[config.mk]
export PLATFORM = sky130hd
export DESIGN_NAME = lsu_rmw
export DESIGN_NICKNAME = d
export VERILOG_FILES = /design/src/rtl/lsu_pkg.sv /design/src/rtl/lsu_align.sv /design/src/rtl/lsu_rmw.sv
export SDC_FILE = /design/constraint.sdc
export NUM_CORES = 1
export LEC_CHECK = 0
export ABC_CLOCK_PERIOD_IN_PS = 5300
export BUFFER_PORTS_ARGS = -buffer_cell sky130_fd_sc_hd__buf_2
export CAP_MARGIN = 20
export CORE_MARGIN = 4
export CORE_UTILIZATION = 45
export CTS_CLUSTER_DIAMETER = 30
export CTS_CLUSTER_SIZE = 16
export DETAILED_ROUTE_END_ITERATION = 10
export GPL_ROUTABILITY_DRIVEN = 0
export PLACE_DENSITY = 0.77
export SYNTH_ARGS = -nofsm -noshare
export SYNTH_HDL_FRONTEND = slang
export SYNTH_SLANG_ARGS = --single-unit
[constraint.sdc]
create_clock -name clk -period 5.3 [get_ports clk]
set_clock_uncertainty 0.2 [all_clocks]
set_input_delay 0.265 -clock clk [delete_from_list [all_inputs] [get_ports clk]]
set_output_delay 0.265 -clock clk [all_outputs]
set_load 0.02 [all_outputs]
[src/rtl/lsu_pkg.sv]
`default_nettype none
// ============================================================================
// Module : lsu_pkg
// Purpose: Shared types and constants for the load/store unit. Holds the FSM
//          state type, the RV32I load/store funct3 encodings and the access
//          legality check used when a request is accepted.
// Rev    : 1.0  initial release
// ============================================================================
package lsu_pkg;

  typedef enum logic [1:0] {
    S_IDLE  = 2'd0,
    S_READ  = 2'd1,
    S_WRITE = 2'd2,
    S_RESP  = 2'd3
  } lsu_state_e;

  localparam logic [2:0] F3_B  = 3'b000;
  localparam logic [2:0] F3_H  = 3'b001;
  localparam logic [2:0] F3_W  = 3'b010;
  localparam logic [2:0] F3_BU = 3'b100;
  localparam logic [2:0] F3_HU = 3'b101;

  // High when the access must be rejected without touching memory: an
  // encoding that does not exist for the direction, or a half/word access
  // that is not naturally aligned.
  function automatic logic lsu_access_err(input logic       we,
                                          input logic [2:0] funct3,
                                          input logic [1:0] addr_lo);
    logic legal;
    logic misaligned;
    if (we) begin
      legal = (funct3 == F3_B) || (funct3 == F3_H) || (funct3 == F3_W);
    end else begin
      legal = (funct3 == F3_B) || (funct3 == F3_H) || (funct3 == F3_W) ||
              (funct3 == F3_BU) || (funct3 == F3_HU);
    end
    misaligned = (((funct3 == F3_H) || (funct3 == F3_HU)) && addr_lo[0]) ||
                 ((funct3 == F3_W) && (addr_lo != 2'b00));
    return !legal || misaligned;
  endfunction

endpackage : lsu_pkg
`default_nettype wire

[src/rtl/lsu_align.sv]
`default_nettype none
// ============================================================================
// Module : lsu_align
// Purpose: Combinational byte-lane logic for the load/store unit.
//          load_data  : selected byte/half/word of 'word', sign- or
//                       zero-extended according to funct3.
//          store_data : 'word' with the addressed byte/half replaced by the
//                       low bits of 'wdata' (whole word for SW).
// Ports  : word, wdata (32) ; addr_lo (2) ; funct3 (3) ;
//          load_data, store_data (32, outputs)
// Rev    : 1.0  initial release
// ============================================================================
module lsu_align
  import lsu_pkg::*;
(
  input  logic [31:0] word,
  input  logic [31:0] wdata,
  input  logic [1:0]  addr_lo,
  input  logic [2:0]  funct3,
  output logic [31:0] load_data,
  output logic [31:0] store_data
);

  logic [7:0]  w_byte;
  logic [15:0] w_half;

  always_comb begin
    w_byte = word[{addr_lo, 3'b000} +: 8];
    w_half = addr_lo[1] ? word[31:16] : word[15:0];
    case (funct3)
      F3_B:    load_data = {{24{w_byte[7]}}, w_byte};
      F3_BU:   load_data = {24'd0, w_byte};
      F3_H:    load_data = {{16{w_half[15]}}, w_half};
      F3_HU:   load_data = {16'd0, w_half};
      F3_W:    load_data = word;
      default: load_data = 32'd0;
    endcase
  end

  always_comb begin
    store_data = word;
    case (funct3)
      F3_B:    store_data[{addr_lo, 3'b000} +: 8]     = wdata[7:0];
      F3_H:    store_data[{addr_lo[1], 4'b0000} +: 16] = wdata[15:0];
      F3_W:    store_data = wdata;
      default: store_data = word;
    endcase
  end

endmodule : lsu_align
`default_nettype wire

[src/rtl/lsu_rmw.sv]
`default_nettype none
// ============================================================================
// Module : lsu_rmw
// Purpose: Multi-cycle RV32I load/store unit in front of a word-only data
//          memory. Sub-word stores are done as read-modify-write; illegal or
//          misaligned accesses are answered with an error and no memory
//          traffic.
// Ports  : clk, reset (sync, active-high)
//          req_valid/req_ready handshake with req_we, req_funct3,
//          req_addr, req_wdata
//          resp_valid (1-cycle pulse), resp_rdata, resp_err
//          mem_we, mem_addr (word aligned), mem_wdata, mem_rdata (comb.)
// Rev    : 1.0  initial release
// ============================================================================
module lsu_rmw
  import lsu_pkg::*;
#(
  parameter int ADDR_W    = 32,
  parameter int MEM_WORDS = 1024
) (
  input  logic              clk,
  input  logic              reset,
  input  logic              req_valid,
  output logic              req_ready,
  input  logic              req_we,
  input  logic [2:0]        req_funct3,
  input  logic [ADDR_W-1:0] req_addr,
  input  logic [31:0]       req_wdata,
  output logic              resp_valid,
  output logic [31:0]       resp_rdata,
  output logic              resp_err,
  output logic              mem_we,
  output logic [ADDR_W-1:0] mem_addr,
  output logic [31:0]       mem_wdata,
  input  logic [31:0]       mem_rdata
);

  // The memory is indexed by addr[11:2]; a deeper memory or a narrower bus
  // cannot be addressed by this unit.
  if ((MEM_WORDS < 1) || (MEM_WORDS > 1024) || (ADDR_W < 12)) begin : g_bad_cfg
    $error("lsu_rmw: MEM_WORDS must be 1..1024 and ADDR_W at least 12");
  end

  lsu_state_e        r_state;
  logic              r_we;
  logic [2:0]        r_funct3;
  logic [ADDR_W-1:0] r_addr;
  logic [31:0]       r_wdata;
  logic [31:0]       r_word;
  logic [31:0]       r_rdata;
  logic              r_err;
  logic [ADDR_W-1:0] r_mem_addr;

  logic              w_req_err;
  logic              w_mem_phase;
  logic [ADDR_W-1:0] w_word_addr;
  logic [31:0]       w_align_word;
  logic [31:0]       w_load_data;
  logic [31:0]       w_store_data;

  assign w_req_err   = lsu_access_err(req_we, req_funct3, req_addr[1:0]);
  assign w_mem_phase = (r_state == S_READ) || (r_state == S_WRITE);
  assign w_word_addr = {r_addr[ADDR_W-1:2], 2'b00};

  // Loads extract straight from the live read data in READ; the merge in
  // WRITE works on the word captured during READ.
  assign w_align_word = (r_state == S_READ) ? mem_rdata : r_word;

  lsu_align u_align (
    .word       (w_align_word),
    .wdata      (r_wdata),
    .addr_lo    (r_addr[1:0]),
    .funct3     (r_funct3),
    .load_data  (w_load_data),
    .store_data (w_store_data)
  );

  assign req_ready  = (r_state == S_IDLE);
  assign resp_valid = (r_state == S_RESP) && !reset;
  assign resp_rdata = r_rdata;
  assign resp_err   = r_err;

  // Write strobe is gated by reset directly so a reset landing on the WRITE
  // cycle can never corrupt memory.
  assign mem_we    = (r_state == S_WRITE) && !reset;
  assign mem_addr  = w_mem_phase ? w_word_addr : r_mem_addr;
  assign mem_wdata = (r_state == S_WRITE) ? w_store_data : 32'd0;

  always_ff @(posedge clk) begin
    if (reset) begin
      r_state    <= S_IDLE;
      r_we       <= 1'b0;
      r_funct3   <= 3'd0;
      r_addr     <= '0;
      r_wdata    <= 32'd0;
      r_word     <= 32'd0;
      r_rdata    <= 32'd0;
      r_err      <= 1'b0;
      r_mem_addr <= '0;
    end else begin
      case (r_state)
        S_IDLE: begin
          if (req_valid) begin
            r_we     <= req_we;
            r_funct3 <= req_funct3;
            r_addr   <= req_addr;
            r_wdata  <= req_wdata;
            r_rdata  <= 32'd0;
            r_err    <= w_req_err;
            if (w_req_err) begin
              r_state <= S_RESP;
            end else if (req_we && (req_funct3 == F3_W)) begin
              r_state <= S_WRITE;
            end else begin
              r_state <= S_READ;
            end
          end
        end
        S_READ: begin
          r_word     <= mem_rdata;
          r_mem_addr <= w_word_addr;
          if (r_we) begin
            r_state <= S_WRITE;
          end else begin
            r_rdata <= w_load_data;
            r_state <= S_RESP;
          end
        end
        S_WRITE: begin
          r_mem_addr <= w_word_addr;
          r_state    <= S_RESP;
        end
        S_RESP: begin
          r_state <= S_IDLE;
        end
        default: begin
          r_state <= S_IDLE;
        end
      endcase
    end
  end

endmodule : lsu_rmw
`default_nettype wire

[After elaboration in Yosys (flattened, before gate mapping)]
Index checks and enable logic that the tools add are counted.
Word-level totals
  input port bits: 103
  output and inout port bits: 100
  register bits: 165
  logic and storage cells: 69
Operators by class
  reductions and logical operators: 23
  muxes and demuxes: 17
  shift-type cells: 5
  eq/ne operators: 13
  add/subtract/negate cells: 2
Operator list (number)
  $mux 32: 5
  $pmux 32 s5: 1
  $pmux 32 s3: 1
  $bwmux 32: 2
  $pmux 32 s2: 1
  $shift 16x7->32 const A: 1
  $shift 8x7->32 const A: 1
  $shiftx 16x7->32: 1
  $shiftx 32x6->8: 1
  $shiftx 8x7->32: 1
  $mux 16: 1
  $neg 5->7: 2
  $eq 3x3->1 const B: 4
  $logic_or 1x1->1: 8
  $pmux 2 s4: 1
  $eq 3x1->1 const B: 2
  $eq 3x2->1 const B: 2
  $logic_not 3->1: 2
  $mux 2: 3
  $logic_and 1x1->1: 5
  $eq 2x2->1 const B: 2
  $ne 2x2->1 const B: 2
  $reduce_bool 2->1: 2
  $reduce_and 3->1: 1
  6 further kinds: 8

[Depth between registers and ports, before layout]
  depth in word-level cells: 11
  gate-level depth with buffers: 9
  depth with buffers taken out: 6

[Hierarchy]
Synthesis repeated with hierarchy kept, for this count alone.
Second synthesis, totals
  cell total of the unflattened synthesis: 1029
  area total of the unflattened synthesis: 8499.4 µm²
By module, submodules not included
  lsu_rmw: area an instance 6341.1 µm², instances 1, cells an instance 707, sequential area each 3303.2 µm²
  lsu_align: area an instance 2158.3 µm², instances 1, cells an instance 322, sequential area each 0.0 µm²

[Least setup slack after synthesis]
Ideal clock, no wire load.
  kind: register to output
  start: reg r_addr[1]
  end: out mem_wdata[7]
  data required time: 4835 ps
  path buffers: 3
  cell stages (with the launch flop): 9
  arrival: 2069 ps
  slack: 2766 ps
  path through: dfxtp_1 -> buf_6 -> buf_4 -> inv_1 -> ha_1 -> and3b_1 -> clkbuf_1 -> o21ai_0 -> a21boi_0
On the way
  longest elaborated chain between the ends: 5
  elaborated cells between the ends (all ways): 10
  classes of those cells: add/sub: 2; shift: 4; mux: 4
Ends and longest elaborated chain
  from (decl): line lsu_rmw.sv:47  | logic [ADDR_W-1:0] r_addr;
  from (signal assigned): line lsu_rmw.sv:106  | r_addr <= req_addr;
  $neg 5->7, on equally long branches: line lsu_align.sv:44, lsu_align.sv:43
  $shiftx 16x7->32 (tied with other cells): line lsu_align.sv:44  | F3_H: store_data[{addr_lo[1], 4'b0000} +: 16] = wdata[15:0];
  $bwmux 32, on equally long branches: line lsu_align.sv:44, lsu_align.sv:43
  $pmux 32 s3 *: line lsu_align.sv:42  | case (funct3)
  $mux 32 *: line lsu_rmw.sv:87  | assign mem_wdata = (r_state == S_WRITE) ? w_store_data : 32'd0;
  to (decl): line lsu_rmw.sv:34  | output logic [31:0] mem_wdata,
Every way passes the cells marked *; elsewhere a longest branch is shown, timed or not.

[Final worst setup path]
  start: reg r_funct3[0]
  end: out mem_wdata[30]
On the way
  longest elaborated chain between the ends: 3
  elaborated cells between the ends (all ways): 5
  classes of those cells: eq/ne: 2; mux: 2; reduce/logical: 1
Ends and longest elaborated chain
  from (decl): line lsu_rmw.sv:46  | logic [2:0] r_funct3;
  from (signal assigned): line lsu_rmw.sv:105  | r_funct3 <= req_funct3;
  $eq 3x2->1 (tied with other cells): line lsu_align.sv:42
  $pmux 32 s3 *: line lsu_align.sv:42
  $mux 32 *: line lsu_rmw.sv:87
Marked as above.

==> summary.md <==
| Metric | Value |
|---|---|
| Antenna Nets Post-Route | 0 |
| Critical Path, Cell by Cell | nor2b_1, a32oi_1, o22a_1, a21boi_0, buf_2 |
| Worst path required time | slightly below 5000 ps |
| Combinational cell fraction of total power | a little over two fifths |
| Leak | ~0.0043 uW |
| Core box area | between 0.015 and 0.02 sq mm |
| Commonest non-fill, non-tap cell in the layout | buf_2 |
| CTS tree | yes |
| Tmin final | between 3000 and 4000 ps |
| Clk_lat worst skew | ~420 ps |
| Maximum clock frequency | ~0.28 GHz |
| Status | completed |
| CTS Sinks | 165 |
| First-pass GRT wire length | around 38 mm |
| Worst vdd ir | roughly 0.31 mV |
| Residual DRC | 0 |
| Routed len/inst | 17.39 microns |
| Sequential share of power | 32.7% |
| Fin Setup TNS | 0 ps |
| Die W | roughly 140 microns |
| Post-Place Worst Slack | ~2300 ps |
| Drt pass-1 iters | 9 |
| Port bufs | 200 |
| Vias post-DR | 7647 |
| GR Util met3 | under 10% |
| Area of the mapped netlist | between 0.007 and 0.008 sq mm |
| Worst Setup Path Type | flop to output pin |
| MaxCap Viol Count | 0 |
| Worst-path maximum fanout | 22 |
| Worst r2r src | r_state[1]$_SDFFE_PP0P_ |
| Post-detail-place hpwl | 16.40 mm |
| Startpoint of the worst hold path | mem_rdata[11] |
| Syn Area/Cell | 8.745 sq um |
| Hold Vio Cnt, Final | 0 |
| Initial antenna violation count | 1 |
| Clk buf depth | 2 |
| Largest net degree at the start of global routing | 74 |
| Power per cell area | about 480 mW/mm^2 |
| Hold/Removal Path Class | input pin to flop |
| Register-to-register path setup slack | around 2300 ps |
| Tot GR Track Use | between 20% and 30% |
| Area leader, netlist | dfxtp_1 |
| Synth top area share | 41.51% |
| GRT met2 Usage | 35.21% |
| Seq/Total Area, Yosys | 41.51% |
| Grt total ovfl | 0 |
| Total of fill cells in the finished design | between 1000 and 1500 |
| Most used routing layer | met2 |
| Worst Hold End | r_word[11]$_SDFF_PP0_ |
| Synth Flop Type | dfxtp_1 |
| Final Max Slew Viols | 0 |
| RR Endpoint | resp_rdata[18]$_SDFFE_PP0P_ |
| Max_slew headroom | roughly two fifths |
| Critical Path Start Type | flop |
| Area Overhead vs Synth | 30.24% |
| Layout cell share with drive strength beyond 1 | a little over a quarter |
| Net Sw Frac | a little over two fifths |
| I/O pins | 203 |
| Critical Path Max Stage Delay | approximately 800 ps |
| Post-Route WL | 24.06 mm |
| Total Nets Final | around 1300 |
| M1 GR Usage | approximately 32% |
| Worst-path clk slew | 70 ps |
| Asr flop ratio synth | 0% |
| Worst Tran Pin Value | about 890 ps |
| Total of flip-flops plus latches after synthesis | around 170 |
| Synth cell types | 55 |
| Die height | 141.0 microns |
| Commonest cells after routing, fill and taps aside | buf_2 (199), nand2_1 (180), dfxtp_1 (165) |
| Number of cells on the worst hold path | 3 |
| Worst path slowest cell | nor2b_1 |
| Post-synth EDFFs | 0 |
| CP Data Arrival Time | approximately 3200 ps |
| Final WS setup | between 1500 and 2000 ps |
| Unrepaired setup endpoints after global routing | false |
| Setup crit end kind | output pin |
| Final worst-path cycle share | 68.34% |
| CTS root buffer | clkbuf_16 |
| Cts bufs inserted | 17 |
| Vias in the first global route | 7203 |
| Setup-failing EPs final | 0 |
| Syn Inst Count | between 900 and 1000 |
| Power Internal | about 2900 uW |
| Synth warnings | 0 |
| Reg2Reg Depth | 6 |
| Detailed-route vias per instance | roughly 5.5 |
| Synth top area cells | dfxtp_1 (42%), nand2_1 (8.5%), a21oi_1 (7.4%) |
| Die area | around 0.020 sq mm |
| Row count | 48 |
| Initial DRC Count | around 720 |
| CTS H-tree lvls | 4 |
| Sw Pwr | between 2000 and 2500 uW |
| Initial Util | a little under half |
| Clock share of power | 24.4% |
metal layers:
metal  vias up  part of all wire, %  wire [microns]
li1       3672                    -               -
met1      3533                   43           10330
met2       386                   44           10700
met3        56                  9.4            2263
met4         0                  3.2             767
met5         -                    0               0
synth_stat cells (7+ instances only):
cell type	number
a22oi_1	16
mux2_2	38
mux4_2	9
ha_1	9
o221ai_1	10
a211oi_1	14
o21ai_0	18
a211oi_2	10
nor2b_1	51
dfxtp_1	165
o2bb2ai_1	8
nand2_1	181
a222oi_1	16
a21oi_1	117
mux2i_1	24
buf_4	7
clkbuf_1	40
o32ai_1	9
a21boi_0	10
nor2_1	38
inv_1	29
buf_2	14
buf_1	9
flip-flops by register name, summed over array words and instances, names as in the netlist:
register	count
r_addr	32
r_funct3	3
r_mem_addr	30
r_state	2
r_wdata	32
r_we	1
r_word	32
resp_err	1
resp_rdata	32
repair_timing:
action / 4_1_cts / 5_1_grt
gates resized for setup: 0 / 0
buffers inserted: 0 / 0
hold endpoints to repair: 80 / 0
hold buffers: 80 / 0
worst max-delay path: cells and delay by family, from the launching register on:
family / cells / cell delay [ps]
compound gates: 3 / 890
buf+inv: 1 / 260
flops: 1 / 780
simple gates: 1 / 800
cell families (layout without fill, tap and decap cells):
group	Yosys count	after routing	synth area share (%)
AOI/OAI and AO/OA	258	258	22.20
adders and majority gates	9	9	1.415
buffers and inverters	106	352	6.132
DFF	165	165	41.51
muxes	71	71	10.94
other	1	3	0.04712
and+or+nand+nor	300	300	17.75
worst max path at each step:
stage               depth (start not counted)                      from       endpoint
floorplan                                   8    r_addr[1]$_SDFFE_PP0P_   mem_wdata[7]
finish                                      5  r_funct3[0]$_SDFFE_PP0P_  mem_wdata[30]
global placement                            8   r_state[1]$_SDFFE_PP0P_   mem_wdata[9]
CTS                                         8   r_state[1]$_SDFFE_PP0P_   mem_wdata[9]
detailed placement                          8   r_state[1]$_SDFFE_PP0P_   mem_wdata[9]
global route                                5  r_funct3[0]$_SDFFE_PP0P_  mem_wdata[30]
layout make-up:
cell class	count	area [sq um]	share of cell area (%)
inverter	29	108.9	1.050
timing repair buffer	291	1904	18.38
clock buffer	17	425.4	4.105
multi-input combinational	640	4177	40.30
sequential	165	3303	31.87
clock inverter	15	161.4	1.557
antenna	1	2.502	0.02415
tap	225	281.5	2.716
power by group through the flow:
stage	combinational, uW	sequential [uW]	clock (uW)
finish	2120	1610	1200
global placement	2010	1620	0
floorplan	1570	1590	0
detailed placement	2020	1630	0
CTS	2080	1610	1230
global route	2300	1630	1290
metrics by stage:
step	instances	utilization [%]	power [uW]	cell area, sq um	hold WS (ps)
floorplan	911	-	3161	7961	201.0
global placement	1269	51.74	3632	8949	239.9
detailed placement	1269	51.74	3657	8949	245.0
CTS	1381	59.76	4914	10340	8.536
global route	1383	59.92	5213	10360	26.92
finish	1383	59.92	4932	10360	17.24
Note: power is estimated with default switching activity, not from simulation.
